[config.mk]
export PLATFORM = sky130hd
export DESIGN_NAME = alu_muldiv
export DESIGN_NICKNAME = d
export VERILOG_FILES = /design/src/rtl/alu_muldiv.sv
export SDC_FILE = /design/constraint.sdc
export NUM_CORES = 1
export LEC_CHECK = 0
export ABC_CLOCK_PERIOD_IN_PS = 5200
export CAP_MARGIN = 20
export CORE_UTILIZATION = 25
export DETAILED_ROUTE_END_ITERATION = 10
export HOLD_SLACK_MARGIN = 0.08
export PLACE_DENSITY = 0.5
export SYNTH_ARGS = -nofsm -noshare
export SYNTH_HDL_FRONTEND = slang
export SYNTH_SLANG_ARGS = --single-unit
[constraint.sdc]
create_clock -name clk -period 5.2 [get_ports clk]
set_input_delay 0.78 -clock clk [delete_from_list [all_inputs] [get_ports clk]]
set_output_delay 0.78 -clock clk [all_outputs]
set_load 0.02 [all_outputs]
[src/rtl/alu_muldiv.sv]
// alu_muldiv: execute-stage ALU with a valid/ready issue handshake.
// Base ops (including SLT/SLTU) complete in one cycle. RV32M multiply and
// divide ops run on a shared iterative radix-2 datapath: shift-add for
// multiply and restoring division, one bit per cycle.
//
// Op encoding on i_aluop:
//   [4]=0 : 0 ADD, 1 SUB, 2 SLL, 3 SRL, 4 SRA, 5 XOR, 6 OR, 7 AND,
//           8 PASS, 9 SLT, 10 SLTU, 11..15 illegal (result 0)
//   [4]=1 : [2:0] = funct3 (MUL, MULH, MULHSU, MULHU, DIV, DIVU, REM, REMU)
module alu_muldiv #(
  parameter int DWIDTH      = 32,
  parameter int ALUOP_WIDTH = 5
) (
  input  logic                   clk,
  input  logic                   reset,
  input  logic                   i_valid,
  output logic                   o_ready,
  input  logic [DWIDTH-1:0]      i_op1,
  input  logic [DWIDTH-1:0]      i_op2,
  input  logic [ALUOP_WIDTH-1:0] i_aluop,
  output logic                   o_valid,
  output logic [DWIDTH-1:0]      o_result
);

  localparam int SHW = $clog2(DWIDTH);

  localparam logic [3:0] OP_ADD  = 4'd0;
  localparam logic [3:0] OP_SUB  = 4'd1;
  localparam logic [3:0] OP_SLL  = 4'd2;
  localparam logic [3:0] OP_SRL  = 4'd3;
  localparam logic [3:0] OP_SRA  = 4'd4;
  localparam logic [3:0] OP_XOR  = 4'd5;
  localparam logic [3:0] OP_OR   = 4'd6;
  localparam logic [3:0] OP_AND  = 4'd7;
  localparam logic [3:0] OP_PASS = 4'd8;
  localparam logic [3:0] OP_SLT  = 4'd9;
  localparam logic [3:0] OP_SLTU = 4'd10;

  localparam logic [2:0] F_MUL    = 3'd0;
  localparam logic [2:0] F_MULH   = 3'd1;
  localparam logic [2:0] F_MULHSU = 3'd2;
  localparam logic [2:0] F_MULHU  = 3'd3;
  localparam logic [2:0] F_DIV    = 3'd4;
  localparam logic [2:0] F_DIVU   = 3'd5;
  localparam logic [2:0] F_REM    = 3'd6;

  localparam logic [SHW-1:0]    LAST_STEP = SHW'(DWIDTH - 1);
  localparam logic [DWIDTH-1:0] SIGN_MIN  = {1'b1, {(DWIDTH-1){1'b0}}};

  typedef enum logic [1:0] {IDLE, RUN, FIX} state_t;

  state_t              state_q, state_d;
  logic [SHW-1:0]      count_q, count_d;
  logic [2*DWIDTH-1:0] acc_q, acc_d;
  logic [DWIDTH-1:0]   opB_q, opB_d;
  logic [2:0]          func_q, func_d;
  logic                neg_q, neg_d;
  logic [DWIDTH-1:0]   result_q, result_d;
  logic                valid_q, valid_d;

  logic [SHW-1:0]      shamt;
  logic [DWIDTH-1:0]   baseResult;

  logic [2:0]          inFunc;
  logic                signed1, signed2, neg1, neg2;
  logic [DWIDTH-1:0]   mag1, mag2;
  logic                isDivIn, isRemIn, divZero, divOvf;
  logic [DWIDTH-1:0]   fastResult;

  logic [DWIDTH:0]     mulSum;
  logic [2*DWIDTH-1:0] mulNext;
  logic [DWIDTH:0]     remShift;
  logic [DWIDTH-1:0]   remDiff;
  logic [2*DWIDTH-1:0] divNext;

  logic [2*DWIDTH-1:0] accSigned;
  logic [DWIDTH-1:0]   quoMag, remMag;
  logic [DWIDTH-1:0]   fixResult;

  assign shamt    = i_op2[SHW-1:0];
  assign o_ready  = (state_q == IDLE);
  assign o_valid  = valid_q;
  assign o_result = result_q;

  // Single-cycle base operations, computed straight from the issue inputs.
  always_comb begin
    baseResult = '0;
    case (i_aluop[3:0])
      OP_ADD:  baseResult = i_op1 + i_op2;
      OP_SUB:  baseResult = i_op1 - i_op2;
      OP_SLL:  baseResult = i_op1 << shamt;
      OP_SRL:  baseResult = i_op1 >> shamt;
      OP_SRA:  baseResult = $unsigned($signed(i_op1) >>> shamt);
      OP_XOR:  baseResult = i_op1 ^ i_op2;
      OP_OR:   baseResult = i_op1 | i_op2;
      OP_AND:  baseResult = i_op1 & i_op2;
      OP_PASS: baseResult = i_op2;
      OP_SLT:  baseResult = {{(DWIDTH-1){1'b0}}, ($signed(i_op1) < $signed(i_op2))};
      OP_SLTU: baseResult = {{(DWIDTH-1){1'b0}}, (i_op1 < i_op2)};
      default: baseResult = '0;
    endcase
  end

  // Operand preparation for M ops: signedness, magnitudes and the special cases
  // (divide by zero, signed overflow) that bypass the iterative datapath.
  always_comb begin
    inFunc     = i_aluop[2:0];
    signed1    = (inFunc == F_MULH) || (inFunc == F_MULHSU) ||
                 (inFunc == F_DIV)  || (inFunc == F_REM);
    signed2    = (inFunc == F_MULH) || (inFunc == F_DIV) || (inFunc == F_REM);
    neg1       = signed1 & i_op1[DWIDTH-1];
    neg2       = signed2 & i_op2[DWIDTH-1];
    mag1       = neg1 ? -i_op1 : i_op1;
    mag2       = neg2 ? -i_op2 : i_op2;
    isDivIn    = inFunc[2];
    isRemIn    = inFunc[2] & inFunc[1];
    divZero    = isDivIn && (i_op2 == '0);
    divOvf     = isDivIn && signed2 && (i_op1 == SIGN_MIN) && (i_op2 == '1);
    fastResult = '0;
    if (divZero) begin
      fastResult = isRemIn ? i_op1 : '1;
    end else if (divOvf) begin
      fastResult = isRemIn ? '0 : i_op1;
    end
  end

  // One iteration of shift-add multiply and of restoring division on acc_q.
  always_comb begin
    mulSum   = {1'b0, acc_q[2*DWIDTH-1:DWIDTH]} + {1'b0, opB_q & {DWIDTH{acc_q[0]}}};
    mulNext  = {mulSum, acc_q[DWIDTH-1:1]};
    remShift = {acc_q[2*DWIDTH-1:DWIDTH], acc_q[DWIDTH-1]};
    remDiff  = remShift[DWIDTH-1:0] - opB_q;
    if (remShift >= {1'b0, opB_q}) begin
      divNext = {remDiff, acc_q[DWIDTH-2:0], 1'b1};
    end else begin
      divNext = {remShift[DWIDTH-1:0], acc_q[DWIDTH-2:0], 1'b0};
    end
  end

  // Final sign correction and half selection once the iterations are done.
  always_comb begin
    accSigned = neg_q ? -acc_q : acc_q;
    quoMag    = acc_q[DWIDTH-1:0];
    remMag    = acc_q[2*DWIDTH-1:DWIDTH];
    fixResult = '0;
    case (func_q)
      F_MUL:                     fixResult = accSigned[DWIDTH-1:0];
      F_MULH, F_MULHSU, F_MULHU: fixResult = accSigned[2*DWIDTH-1:DWIDTH];
      F_DIV, F_DIVU:             fixResult = neg_q ? -quoMag : quoMag;
      default:                   fixResult = neg_q ? -remMag : remMag;
    endcase
  end

  // Control FSM and next-state for all datapath registers.
  always_comb begin
    state_d  = state_q;
    count_d  = count_q;
    acc_d    = acc_q;
    opB_d    = opB_q;
    func_d   = func_q;
    neg_d    = neg_q;
    result_d = result_q;
    valid_d  = 1'b0;
    case (state_q)
      IDLE: begin
        if (i_valid) begin
          if (!i_aluop[4]) begin
            result_d = baseResult;
            valid_d  = 1'b1;
          end else if (divZero || divOvf) begin
            result_d = fastResult;
            valid_d  = 1'b1;
          end else begin
            state_d = RUN;
            count_d = '0;
            func_d  = inFunc;
            neg_d   = isRemIn ? neg1 : (neg1 ^ neg2);
            acc_d   = {{DWIDTH{1'b0}}, (isDivIn ? mag1 : mag2)};
            opB_d   = isDivIn ? mag2 : mag1;
          end
        end
      end
      RUN: begin
        acc_d   = func_q[2] ? divNext : mulNext;
        count_d = count_q + SHW'(1);
        if (count_q == LAST_STEP) begin
          state_d = FIX;
        end
      end
      FIX: begin
        result_d = fixResult;
        valid_d  = 1'b1;
        state_d  = IDLE;
      end
      default: state_d = IDLE;
    endcase
  end

  // State and datapath registers; reset aborts any op in flight.
  always_ff @(posedge clk) begin
    if (reset) begin
      state_q  <= IDLE;
      count_q  <= '0;
      acc_q    <= '0;
      opB_q    <= '0;
      func_q   <= '0;
      neg_q    <= 1'b0;
      result_q <= '0;
      valid_q  <= 1'b0;
    end else begin
      state_q  <= state_d;
      count_q  <= count_d;
      acc_q    <= acc_d;
      opB_q    <= opB_d;
      func_q   <= func_d;
      neg_q    <= neg_d;
      result_q <= result_d;
      valid_q  <= valid_d;
    end
  end

endmodule
Word-level counts from Yosys, hierarchy flattened
Cells that the tools add are included.
{ "op_classes": {"multipliers": 0, "add_sub_neg": 10, "mux": 37, "bitwise_logic": 9, "n_shift": 3, "n_reduce_logical": 22, "n_lt_le_gt_ge": 3, "eq_ne": 29, "div_mod_pow": 0} }
{ "op_table": {"columns": ["cell", "n"], "rows": [
  ["2-to-1 mux 32 bit", 13],
  ["2-to-1 mux 64 bit", 6],
  ["one-hot mux 32 bit (11 select lines)", 1],
  ["negator 32 bit", 4],
  ["one-hot mux 64 bit (2 select lines)", 1],
  ["one-hot mux 32 bit (3 select lines)", 1],
  ["AND 32 bit", 2],
  ["== test 32 bit, second input constant", 2],
  ["less-than comparator 32 bit", 2],
  ["negator 64 bit", 1],
  ["one-hot mux 32 bit (2 select lines)", 1],
  ["subtractor 32 bit", 2],
  ["adder 32 x 32 -> 33 bit", 1],
  ["greater-or-equal comparator 33 x 32 -> 1 bit", 1],
  ["adder 32 bit", 1],
  ["zero test 32 bit", 1],
  ["bitwise OR 32 bit", 1],
  ["<< shifter 32 x 5 -> 32 bit", 1],
  [">> shifter 32 x 5 -> 32 bit", 1],
  [">>> shifter 32 x 5 -> 32 bit", 1],
  ["XOR 32 bit", 1],
  ["== test 4 x 3 -> 1 bit, second input constant", 4],
  ["2-to-1 mux 5 bit", 3],
  ["== test 3 bit, second input constant", 4],
  ["30 further kinds", 57]
]} }
{ "totals": {"regBits": 140, "n_memories": 0, "elab_cells": 121, "romBits": 0, "latch_bits": 0, "ramBits": 0, "output_inout_bits": 34} }

Depth between registers and ports, before layout
{ "logic_depth": {"ltp_word": 12, "ltp_mapped": 15, "mapped_depth_nobuf": 14} }

Worst setup path before layout
Ideal clock, no wire load.
{ "synth_path": {"path_kind": "in2reg", "startpoint": "in i_op2[2]", "endpoint": "reg result_q[26] (netlist: o_result[26])", "path_slack_ns": 0.620, "setup_time_ns": 0.120, "path_buffers": 3, "path_stages": 15, "arrival_time_ns": 4.460, "path_cell_list": "buf_2 inv_2 buf_1 clkbuf_1 ha_1 a21o_1 a221o_1 a2111oi_2 nor4_1 o21ba_2 nor3_1 nor2_1 a221o_1 a211oi_1 nor2_1"} }
{ "synth_between": {"elab_chain_len": 8} }
{ "synth_lines": {"columns": ["item", "line_no", "text"], "rows": [
  ["from (decl)", "19", "input logic [DWIDTH-1:0] i_op2,"],
  ["parallel branches: the longest is 8 deep, another holds subtractor 32 bit", null, null],
  ["to (signal assigned)", "217", "result_q <= result_d;"],
  ["to (decl)", "58", "logic [DWIDTH-1:0] result_q, result_d;"]
]} }
Parallel ways; which one is timed is not known. The select of a mux whose other input is x is not followed.
A chain may end at the register's enable or synchronous reset.

Final worst setup path
{ "layout_path": {"startpoint": "in i_op2[9]", "endpoint": "reg result_q[31] (netlist: o_result[31])"} }
The elaborated chain is that of the path after synthesis.

==> flow_summary.toml <==
[global_routing]
grt_max_degree = 82
antenna_found_initial = 6
grt_pass1_vias = 26300
grt_pass1_wl_microns = 186000
grtUsageTotal_pct = 26.6
grt.overflow.total = 0

[logic_synthesis]
syn_avg_cell_area_sq_um = 7.02
synth-async-reset-ratio_pct = 0
synth_edf_count = 0
synth_top_cell_area_share_pct = 11.9
yosys_warnings = 0
syn-num-nets = 3595
synth_area_leaders = "dfxtp_1 12%, ha_1 9.3%, nor2_1 6.2%, a21oi_1 6.0%, o21ai_0 5.5%"
ys_seq_area_share_pct = 11.9
synth_cells = 3344
yosysMostFrequentCell = "nor2_1"
synth_commonest_cells = "391 x nor2_1, 282 x a21oi_1, 258 x o21ai_0, 254 x nand2_1, 227 x clkbuf_1"
synth_top_flop_cell = "dfxtp_1"
ys_types = 96
ys_ff_latch = 140
synth_top_area_cell = "dfxtp_1"
synth_area_sq_um = 23500

[sta]
final-hold-violation-count = 0
relSlewSlack_pct = 23.1
max_freq_mhz = 215
worst_pin_slew_ps = 1140
fin_crit_ps = 4660
slew_viol_final = 0
rsz0062_at_grt = "false"
fin_skew_ps = 15.9
tns_ps = 0
final.period_utilization_pct = 89.5
hold_ws_ps = 464
layout_setup_ws_ps = 544
finalSetupViolCount = 0

[pwr]
p_leak_nw = 10.7
swShare_pct = 44.7
seq_power_share_pct = 23.9
power.switching_mw = 2.29
intPower_mw = 2.84
pwr-share-clk_pct = 25.9
power.density_nw_per_um2 = 187
peakVddDrop_mv = 0.214
p_comb_share_pct = 50.2

[floorplanning]
dieArea_sq_um = 95200
rows = 112
die_h_microns = 309
core_area_sq_um = 93200
dieWidth_microns = 309
start_util_pct = 25.2
io_pins = 106

[routing]
drc = 0
route.vias.total = 27800
drt_pass1_iterations = 6
routed.top_layer = "met5"
ant_nets = 0
wire_per_inst_microns = 27.8
viasPerCell = 5.93
drt-met1-wl_microns = 54200
routed_wl_microns = 130000
wl_met3_microns = 10900
drtIter0Drc = 3050
wl_met2_microns = 56000

[finish]
drive_gt1_share_pct = 11.8
layout.cells.non_filler = 4686
synthToLayoutAreaGrowth_pct = 17.0
nets = 3669

[cts]
clk_pin_slew_worst_paths_ps = 70
root_buffer = "clkbuf_16"
cts_buffers = 17
htreeDepth = 4
cts_hold_buf = 0
cts_resized = 0
clk_latency_ps = 470
cts.sink_count = 140
postCtsSetupRepairBufs = 0
clockBufferDepth = 2
cts_tree = "done"

[setup_path]
end_kind = "flop"
critPathArrivalTime_ps = 5070
crit_path_start_kind = "primary input"
cp_max_fo = 6
cp.required_ps = 5620
path_class = "primary input to flop"

[outcome]
status = "finished clean"

[placement]
globalplace.congestion = 1.06
port_buffers = 105
post-place-ws_ps = 321
place_inst = 4653
dp_hpwl_microns = 103000

[worst_hold_path]
min-delay-path-class = "flop to flop"

[run]
max_cap_viol_count = 0
through the flow:
| step | util (%) | total power [mW] | area, sq um |
|---|---|---|---|
| 2_1_floorplan | - | 2.77 | 23500 |
| 3_3_place_gp | 28.8 | 3.75 | 26900 |
| 3_5_place_dp | 28.8 | 3.73 | 26900 |
| 4_1_cts | 29.5 | 5.06 | 27500 |
| 5_1_grt | 29.5 | 5.33 | 27500 |
| 6_report | 29.5 | 5.13 | 27500 |
placed cells by master, fill, tap and decap left out, types with 39 or more instances in the layout:
cell type and instances:
a21oi_1 280, nand3_1 64, a211oi_1 83, nor3_1 84, nand2_1 254, clkdlybuf4s50_1 98, xor2_1 48, dfxtp_1 138
o31ai_1 39, inv_1 154, buf_4 219, o21ai_0 257, a221oi_1 39, mux2i_1 119, nand4_1 48, a21o_1 46
o211ai_1 53, ha_1 175, xnor2_1 145, a31oi_1 45, nor2_1 390, mux4_2 49
cell type report:
type                       instances  area (sq um)
sequential                       140          2810
fill                           10300         65700
antenna                            1          2.50
inverter                         161           604
clock buffer                      19           443
tap                             1254          1570
multi-input combinational       2765         19000
clock inverter                    13           163
timing repair buffer             333          2840
per-layer routing:
layer,GRT usage [%],vias up
met2,40.8,1531
met5,0,-
met1,35.1,13400
li1,-,12600
met4,15.9,4
met3,3.79,317
kinds of logic (layout without fill, tap and decap cells):
logic type	after synthesis	after routing	share of synthesized area [%]
AOI/OAI and AO/OA	1142	1142	31.9
xor gates and xnor gates	193	193	7.20
adders and majority gates	179	179	9.66
buffers and inverters	439	526	7.23
DFF	140	140	11.9
muxes	186	186	10.6
other	0	1	0
and+or+nand+nor	1065	1065	21.4
worst paths after layout:
path                                                from                   endpoint  slack, ps  cells past startpoint
worst max register to register     acc_q[0]$_SDFFE_PP0P_     acc_q[62]$_SDFFE_PP0P_        710                     14
worst min register to register  o_result[6]$_SDFFE_PP0P_   o_result[6]$_SDFFE_PP0P_        460                      2
worst max-delay path                            i_op2[9]  o_result[31]$_SDFFE_PP0P_        540                     14
worst min-delay path            o_result[6]$_SDFFE_PP0P_   o_result[6]$_SDFFE_PP0P_        460                      2
worst max-delay path, cell delays in order:
cell and delay (ps):
clkdlybuf4s50_1 630, inv_1 160, ha_1 330, nor4_1 280, buf_4 170, nand3_1 100
nor4b_1 720, o21ai_0 280, a32oi_1 490, a21bo_2 280, mux2i_1 200, a211oi_1 90
a31oi_1 320, o221a_2 240
state kept, by name, indices dropped and copies added (netlist names):
signal,cells
acc_q,64
neg_q,1
count_q,5
o_result,32
state_q,2
func_q,3
opB_q,32
o_valid,1
power by group through the flow:
| stage | registers (mW) | logic [mW] | clock network [mW] |
|---|---|---|---|
| after floorplan | 1.21 | 1.56 | 0 |
| after global placement | 1.25 | 2.50 | 0 |
| after detailed placement | 1.25 | 2.48 | 0 |
| final | 1.23 | 2.58 | 1.33 |
| after global routing | 1.23 | 2.72 | 1.38 |
| after CTS | 1.22 | 2.50 | 1.34 |
Power figures use the tool's default switching activity.
